==> src/rtl/apb_mem_slave_if.sv <==
// APB completer bus bundle: requester-driven select/enable/address/data plus completer response.
// Latency: none, wiring only.
// Backpressure: the completer stalls the requester by holding pready low.
//
// Ports (signals):
//   psel, penable, pwrite, paddr, pwdata  - driven by the master
//   prdata, pready, pslverr               - driven by the slave
interface apb_mem_slave_if #(
  parameter int ADDR_WIDTH = 8,
  parameter int DATA_WIDTH = 32
);
  logic                  psel;
  logic                  penable;
  logic                  pwrite;
  logic [ADDR_WIDTH-1:0] paddr;
  logic [DATA_WIDTH-1:0] pwdata;
  logic [DATA_WIDTH-1:0] prdata;
  logic                  pready;
  logic                  pslverr;

  modport master (
    output psel, penable, pwrite, paddr, pwdata,
    input  prdata, pready, pslverr
  );

  modport slave (
    input  psel, penable, pwrite, paddr, pwdata,
    output prdata, pready, pslverr
  );
endinterface

==> src/rtl/apb_mem_slave.sv <==
// APB completer backed by a word-addressed register memory, with error and optional wait-state responses.
// Latency: SETUP + ACCESS = 2 cycles; 2+WAIT_CYCLES when APB_SLV_WAIT_EN is defined.
// Backpressure: pready stays low during inserted wait cycles; dropping psel/penable in ACCESS aborts the transfer.
//
// Ports: pclk (clock, rising edge), presetn (async active-low reset),
//        apb (apb_mem_slave_if.slave: psel/penable/pwrite/paddr/pwdata in, prdata/pready/pslverr out).
// Optional build macro: APB_SLV_WAIT_EN enables WAIT_CYCLES pready-low cycles per ACCESS phase.
module apb_mem_slave #(
  parameter int ADDR_WIDTH  = 8,
  parameter int DATA_WIDTH  = 32,
  parameter int DEPTH       = 32,
  parameter int WAIT_CYCLES = 2
) (
  input  logic           pclk,
  input  logic           presetn,
  apb_mem_slave_if.slave apb
);

  localparam int IDXW = (DEPTH > 1) ? $clog2(DEPTH) : 1;
  localparam int AIW  = ADDR_WIDTH - 2;

  localparam logic [1:0] IDLE   = 2'd0;
  localparam logic [1:0] SETUP  = 2'd1;
  localparam logic [1:0] ACCESS = 2'd2;

  logic [1:0]            state;
  logic [1:0]            state_d;
  logic [DATA_WIDTH-1:0] mem [DEPTH];

  logic [IDXW-1:0]       cap_idx;
  logic                  cap_write;
  logic [DATA_WIDTH-1:0] cap_wdata;
  logic                  cap_err;
  logic [DATA_WIDTH-1:0] rd_q;

  logic                  complete;
  logic                  capture;
  logic                  commit;
  logic [AIW-1:0]        in_idx;
  logic                  in_err;
  logic [DATA_WIDTH-1:0] rd_next;

  // Decode of the address presented in the setup phase.
  assign in_idx = apb.paddr[ADDR_WIDTH-1:2];
  assign in_err = (|apb.paddr[1:0]) || (32'(in_idx) >= DEPTH);

`ifdef APB_SLV_WAIT_EN
  localparam int              CNTW     = (WAIT_CYCLES > 0) ? $clog2(WAIT_CYCLES + 1) : 1;
  localparam logic [CNTW-1:0] WAIT_MAX = CNTW'(WAIT_CYCLES);

  logic [CNTW-1:0] wait_cnt;

  assign complete = (state == ACCESS) && (wait_cnt == WAIT_MAX);

  // Counts only while the access phase is held; any exit or abort clears it.
  always_ff @(posedge pclk or negedge presetn) begin
    if (!presetn) begin
      wait_cnt <= '0;
    end else if ((state == ACCESS) && !complete && apb.psel && apb.penable) begin
      wait_cnt <= wait_cnt + 1'b1;
    end else begin
      wait_cnt <= '0;
    end
  end
`else
  logic [31:0] unused_wait_cycles;
  assign unused_wait_cycles = 32'(WAIT_CYCLES);
  assign complete = (state == ACCESS);
`endif

  // A new setup phase is accepted from IDLE or directly on a completion edge.
  assign capture = apb.psel && !apb.penable && ((state == IDLE) || complete);
  assign commit  = complete && cap_write && !cap_err;

  // A write committing on this edge is not yet visible in mem, so a
  // back-to-back read of the same word takes the captured write data.
  always_comb begin
    rd_next = '0;
    if (!in_err) begin
      if (commit && (cap_idx == in_idx[IDXW-1:0])) begin
        rd_next = cap_wdata;
      end else begin
        rd_next = mem[in_idx[IDXW-1:0]];
      end
    end
  end

  always_comb begin
    state_d = state;
    case (state)
      IDLE: begin
        // psel with penable but no setup phase is ignored.
        if (apb.psel && !apb.penable) state_d = SETUP;
      end
      SETUP: begin
        if (!apb.psel)        state_d = IDLE;
        else if (apb.penable) state_d = ACCESS;
      end
      ACCESS: begin
        if (complete)                         state_d = (apb.psel && !apb.penable) ? SETUP : IDLE;
        else if (!apb.psel || !apb.penable)   state_d = IDLE;
      end
      default: state_d = IDLE;
    endcase
  end

  always_ff @(posedge pclk or negedge presetn) begin
    if (!presetn) begin
      state     <= IDLE;
      cap_idx   <= '0;
      cap_write <= 1'b0;
      cap_wdata <= '0;
      cap_err   <= 1'b0;
      rd_q      <= '0;
    end else begin
      state <= state_d;
      if (capture) begin
        cap_idx   <= in_idx[IDXW-1:0];
        cap_write <= apb.pwrite;
        cap_wdata <= apb.pwdata;
        cap_err   <= in_err;
        rd_q      <= apb.pwrite ? '0 : rd_next;
      end
    end
  end

  always_ff @(posedge pclk or negedge presetn) begin
    if (!presetn) begin
      for (int i = 0; i < DEPTH; i++) begin
        mem[i] <= '0;
      end
    end else if (commit) begin
      mem[cap_idx] <= cap_wdata;
    end
  end

  assign apb.pready  = complete;
  assign apb.pslverr = complete && cap_err;
  assign apb.prdata  = (complete && !cap_write) ? rd_q : '0;

endmodule

==> src/flat_wrapper.sv <==
// flat-port wrapper written by rule: the top's interface ports become plain ports
module apb_mem_slave_flat 
#(
  parameter int ADDR_WIDTH  = 8,
  parameter int DATA_WIDTH  = 32,
  parameter int DEPTH       = 32,
  parameter int WAIT_CYCLES = 2
)
  (pclk, presetn, apb_psel, apb_penable, apb_pwrite, apb_paddr, apb_pwdata, apb_prdata, apb_pready, apb_pslverr);
  apb_mem_slave_if #(.ADDR_WIDTH(ADDR_WIDTH), .DATA_WIDTH(DATA_WIDTH)) apb_i ();
  input  logic pclk;
  input  logic presetn;
  input wire logic [$bits(apb_i.psel)-1:0] apb_psel;
  input wire logic [$bits(apb_i.penable)-1:0] apb_penable;
  input wire logic [$bits(apb_i.pwrite)-1:0] apb_pwrite;
  input wire logic [$bits(apb_i.paddr)-1:0] apb_paddr;
  input wire logic [$bits(apb_i.pwdata)-1:0] apb_pwdata;
  output wire logic [$bits(apb_i.prdata)-1:0] apb_prdata;
  output wire logic [$bits(apb_i.pready)-1:0] apb_pready;
  output wire logic [$bits(apb_i.pslverr)-1:0] apb_pslverr;
  assign apb_i.psel = apb_psel;
  assign apb_i.penable = apb_penable;
  assign apb_i.pwrite = apb_pwrite;
  assign apb_i.paddr = apb_paddr;
  assign apb_i.pwdata = apb_pwdata;
  assign apb_prdata = apb_i.prdata;
  assign apb_pready = apb_i.pready;
  assign apb_pslverr = apb_i.pslverr;
  apb_mem_slave #(.ADDR_WIDTH(ADDR_WIDTH), .DATA_WIDTH(DATA_WIDTH), .DEPTH(DEPTH), .WAIT_CYCLES(WAIT_CYCLES)) u_core (.pclk(pclk), .presetn(presetn), .apb(apb_i));
endmodule
==> config.mk <==
export PLATFORM = sky130hd
export DESIGN_NAME = apb_mem_slave_flat
export DESIGN_NICKNAME = d
export VERILOG_FILES = /design/src/rtl/apb_mem_slave_if.sv /design/src/rtl/apb_mem_slave.sv /design/src/flat_wrapper.sv
export SDC_FILE = /design/constraint.sdc
export NUM_CORES = 2
export LEC_CHECK = 0
export CORE_ASPECT_RATIO = 1.75
export CORE_MARGIN = 10
export CORE_UTILIZATION = 60
export DETAILED_ROUTE_END_ITERATION = 7
export DONT_BUFFER_PORTS = 1
export GPL_TIMING_DRIVEN = 0
export PLACE_DENSITY_LB_ADDON = 0.3
export REMOVE_ABC_BUFFERS = 1
export SETUP_SLACK_MARGIN = 0.3
export SKIP_CTS_REPAIR_TIMING = 1
export SYNTH_ARGS = -nofsm -noshare
export SYNTH_HDL_FRONTEND = slang
export SYNTH_SLANG_ARGS = --single-unit
==> constraint.sdc <==
create_clock -name pclk -period 5.2 [get_ports pclk]
set_clock_uncertainty 0.1 [all_clocks]
set_input_delay 0.26 -clock pclk [delete_from_list [all_inputs] [get_ports pclk]]
set_output_delay 0.26 -clock pclk [all_outputs]
set_load 0.05 [all_outputs]
Word level (Yosys, flattened, before mapping) --
Cells that the tools add are included.
Word-level totals: flip-flop bits (word level) 1097, latch bits 0, RAM bits 0, memory bits (read-only) 0, input port bits 45, output and inout bits 34, word-level logic and storage cells 80, memories 0
Operators by class: $add $sub $neg 0, multipliers 0, divide/modulo/power cells 0, $lt $le $gt $ge 4, equality and inequality tests 5, shift-type cells 0, muxes and demuxes 15, bitwise logic cells 2, reduce and logical (&&, ||, !) cells 16
Operator list (count):
- bitwise mux 1024 bit | 1
- 2-to-1 mux 32 bit | 7
- binary-select mux 32 bit (select 5 bit) | 1
- demux 32 bit (select 5 bit) | 1
- greater-or-equal comparator 6 bit (second input constant) | 3
- NOT 5 -> 6 bit | 2
- logical AND 1 bit | 8
- less-than comparator 6 x 1 -> 1 bit (second input constant) | 1
- 2-to-1 mux 2 bit | 3
- case mux 2 bit (3 select lines) | 1
- == test 5 bit | 1
- logical NOT 1 bit | 3
- inequality test 3 bit (second input constant) | 1
- == test 2 x 1 -> 1 bit (second input constant) | 1
- == test 2 bit (second input constant) | 1
- logical NOT 2 bit | 1
- logical OR 1 bit | 2
- inequality test 2 bit (second input constant) | 1
- AND reduction 2 bit | 1
- OR reduction 2 bit | 1
- 2-to-1 mux 1 bit | 1

Longest topological paths before layout --
word-level depth 7, mapped depth 8, mapped depth without buffers 5

Worst setup path after synthesis --
No wires, ideal clock.
path type register -> output, from register u_core.state[0], to output apb_prdata[10], arrival 2127 ps, required time 4840 ps, slack 2713 ps, stages on the path, launching flop included 5, path buffers 1, cell sequence dfrtp_1 > nor2b_1 > nor2b_1 > clkbuf_1 > and2_1
On the way: longest elaborated chain between the ends 3
Ends and longest elaborated chain:
- from (decl) | RTL line apb_mem_slave.sv:26 | logic [1:0] state;
- from (signal assigned) | RTL line apb_mem_slave.sv:116 | state <= state_d;
- == test 2 bit | RTL line apb_mem_slave.sv:68 | assign complete = (state == ACCESS);
- net apb_pready | RTL line flat_wrapper.sv:19 | output wire logic [$bits(apb_i.pready)-1:0] apb_pready;
- logical AND 1 bit | RTL line apb_mem_slave.sv:139 | assign apb.prdata = (complete && !cap_write) ? rd_q : '0;
- 2-to-1 mux 32 bit | RTL line apb_mem_slave.sv:139
- to (decl) | RTL line flat_wrapper.sv:18 | output wire logic [$bits(apb_i.prdata)-1:0] apb_prdata;
The timed path passes the listed nets, and every way through them passes these cells.

Worst setup path in the final report --
from register u_core.state[0], to output apb_prdata[8]
Same word-level chain as after synthesis.

==> reports/results.ini <==
[die]
die_w_um = 236
placementRows = 138
die_h_um = 398
ioPinCount = 79
dieArea_sq_um = 94100
start_util_pct = 60.6
core-area_sq_um = 81000

[worst_setup_path]
worstPathCellList = nor2b_1 -> nor2b_4 -> buf_12 -> and2_1
r2r_setup_slack_ns = 1.71
crit_required_ns = 4.84
critPathCaptureType = output pin
crit_buf_inv = 1
cpPeakStageDelay_ns = 0.86
cp_max_fo = 21
cp-start-kind = flip-flop
crit_family = simple AND/OR/NAND/NOR gates
critical-path-slowest-cell = nor2b_1
criticalPathCategory = reg -> out
cp.arrival_ns = 3.47

[routing]
firstDrtPassIters = 5
drtIter0Drc = 2456
dr_total_vias = 27985
vias_per_cell = 6.71
drt_wl_total_um = 125000
wl_per_cell_um = 30.1
route.detailed.drc = 0
postRouteAntennaNets = 0

[timing]
holdWs_ns = -0.0430
max_slew_margin_pct = -33.0
setup_viol = 0
layout_setup_ws_ns = 1.37
rsz0062_at_grt = no
hold_viol = 5
max_freq_mhz = 261
min_period_ns = 3.83
fin_crit_sh_pct = 73.7
slew_viol_final = 129
worstMarginPinSlew_ns = 1.99

[final_layout]
final_area_sq_um = 54200
fin_nets = 3084
syn2layout_area_growth_pct = 10.4
layout-drive-gt1-share_pct = 18.5
finalNonFillerCells = 4169

[global_routing]
gr-total-overflow = 0
antenna_found_initial = 3
grt_pass1_wl_um = 190000
track_usage_pct = 26.5
grt_start_max_net_pins = 1098
grt_pass1_vias = 30676

[synthesis]
ys_seq_area_share_pct = 55.9
synthesis.area_sq_um = 49100
synth_cell_types = 40
ys_top_cells_by_area = dfrtp_1 (56%), mux2_1 (22%), mux4_2 (13%)
synthCells = 3136
synth-edff-count = 0
synth-async-reset-ratio_pct = 100
synth-main-ff-cell = dfrtp_1
synth_top_area_share_pct = 55.9
ys_ff_latch = 1097
synth_area_leader_cell = dfrtp_1
yosys_warnings = 0
synth.avg_cell_area_sq_um = 15.6

[pwr]
finalPower_mw = 16.7
p_switching_mw = 3.87
internal_power_mw = 12.8
ir_drop_mv = 0.274
switching_share_pct = 23.2
power.share.combinational_pct = 3.3
seqPwrFrac_pct = 53.6
leakage_nw = 27.6
power_density_nw_per_um2 = 309
p_clk_share_pct = 43.2

[clock_network]
clkTransAtPathRegs_ns = 0.07
cts_tree = yes
insertion_delay_ns = 0.69
numCtsBuffers = 96
htree_num_levels = 3
cts-root-buf = clkbuf_16
cts_buffer_depth = 3
cts_sinks = 1097

[outcome]
violations = negative hold slack, max-slew violations
status = complete, but fails checks

[flow_run]
cap_violations = 0

[worst_hold_path]
worstHoldPathType = in -> reg

[placed_design]
post-place-ws_ns = 1.78
postPlaceCellArea_sq_um = 50300
place.gp.congestion = 0.738
dp_hpwl_um = 70500
placedCellCount = 3930
port_buffers = 0

worst paths after layout:
path                                  from                   to  depth (start not counted)
setup / recovery           u_core.state[0]        apb_prdata[8]                          4
hold / removal                apb_paddr[6]       u_core.rd_q[3]                          4
setup reg to reg           u_core.state[0]      u_core.mem[468]                          6
hold reg to reg            u_core.mem[997]      u_core.mem[997]                          1
max in group asynchronous          presetn  u_core.cap_wdata[4]                          5
min in group asynchronous          presetn        u_core.mem[5]                          2
routing by layer:
layer	wire [um]	track usage [%]	part of all wire [%]	up-vias
li1	-	-	-	11360
met1	48000	32.6	38	15442
met2	65800	46.5	52	899
met3	6530	3.61	5.2	278
met4	5170	10.8	4.1	6
met5	46	0	0.037	-
worst register-to-register path: stages, from the launching register on:
cell      delay (ns)
dfrtp_1         0.45
and4bb_1        0.38
nand2_1         0.09
nor2_1          0.86
nand2_2         0.71
buf_12          0.41
mux2_1          0.37
cell families after synthesis:
group	share of synthesized area [%]
AO/OA/AOI/OAI	2.71
XOR/XNOR	0.0892
buffers and inverters	2.64
flip-flops	55.9
multiplexers	36.3
AND/OR/NAND/NOR	2.32
cell usage after synthesis, types with 8 or more instances:
library cell  instances
mux2_1              980
nor3_1                9
a211o_1              26
and2_1               35
clkbuf_1            167
buf_2                77
buf_1                57
mux2_2               44
a22oi_1              64
nand2_1             141
a21oi_1              38
dfrtp_1            1097
nor2_1                8
nor2b_1              21
mux4_2              277
a22o_1               32
a211oi_1             11
sequential cells by signal, summed over array words and instances (netlist names):
name              count
u_core.cap_write      1
u_core.cap_err        1
u_core.cap_idx        5
u_core.cap_wdata     32
u_core.mem         1024
u_core.state          2
u_core.rd_q          32
cells in the final DEF, fill, tap and decap left out, types with 8 or more instances in the layout:
master	n
nand2_1	117
buf_16	17
a211o_1	26
clkbuf_16	101
a22oi_1	64
buf_6	13
nor2b_1	13
a211oi_1	11
dlygate4sd3_1	53
mux2_2	44
mux2_1	980
clkinv_2	17
mux4_2	277
a21oi_1	38
nand2_4	9
buf_12	25
nor2b_4	8
a22o_1	32
clkbuf_1	23
nand2_2	15
dfrtp_1	1097
clkbuf_8	25
and2_1	34
cell type report:
class                   count  area [sq um]
flip-flops and latches   1097         27500
fillers                  5340         26800
multi-input cells        1730         20500
clock buffers             149          2960
repair buffers            113          1690
well taps                1050          1310
clock inverters            27           210
diodes                      2          5.00
inverters                   1          3.75
power by group through the flow:
stage          sequential [mW]  clock [mW]  combinational (mW)
2_1_floorplan             8.97           0               0.231
3_3_place_gp              9.07           0               0.277
3_5_place_dp              9.11           0               0.309
4_1_cts                   8.95        7.30               0.310
5_1_grt                   8.99        7.63               0.587
6_report                  8.96        7.22               0.543
stage by stage:
stage,TNS (ns),utilization [%]
finish,0,66.9
global route,0,66.9
CTS,0,66.0
detailed placement,0,62.1
global placement,-306.42,60.6
floorplan,0,-
Note: power is estimated with default switching activity, not from simulation.
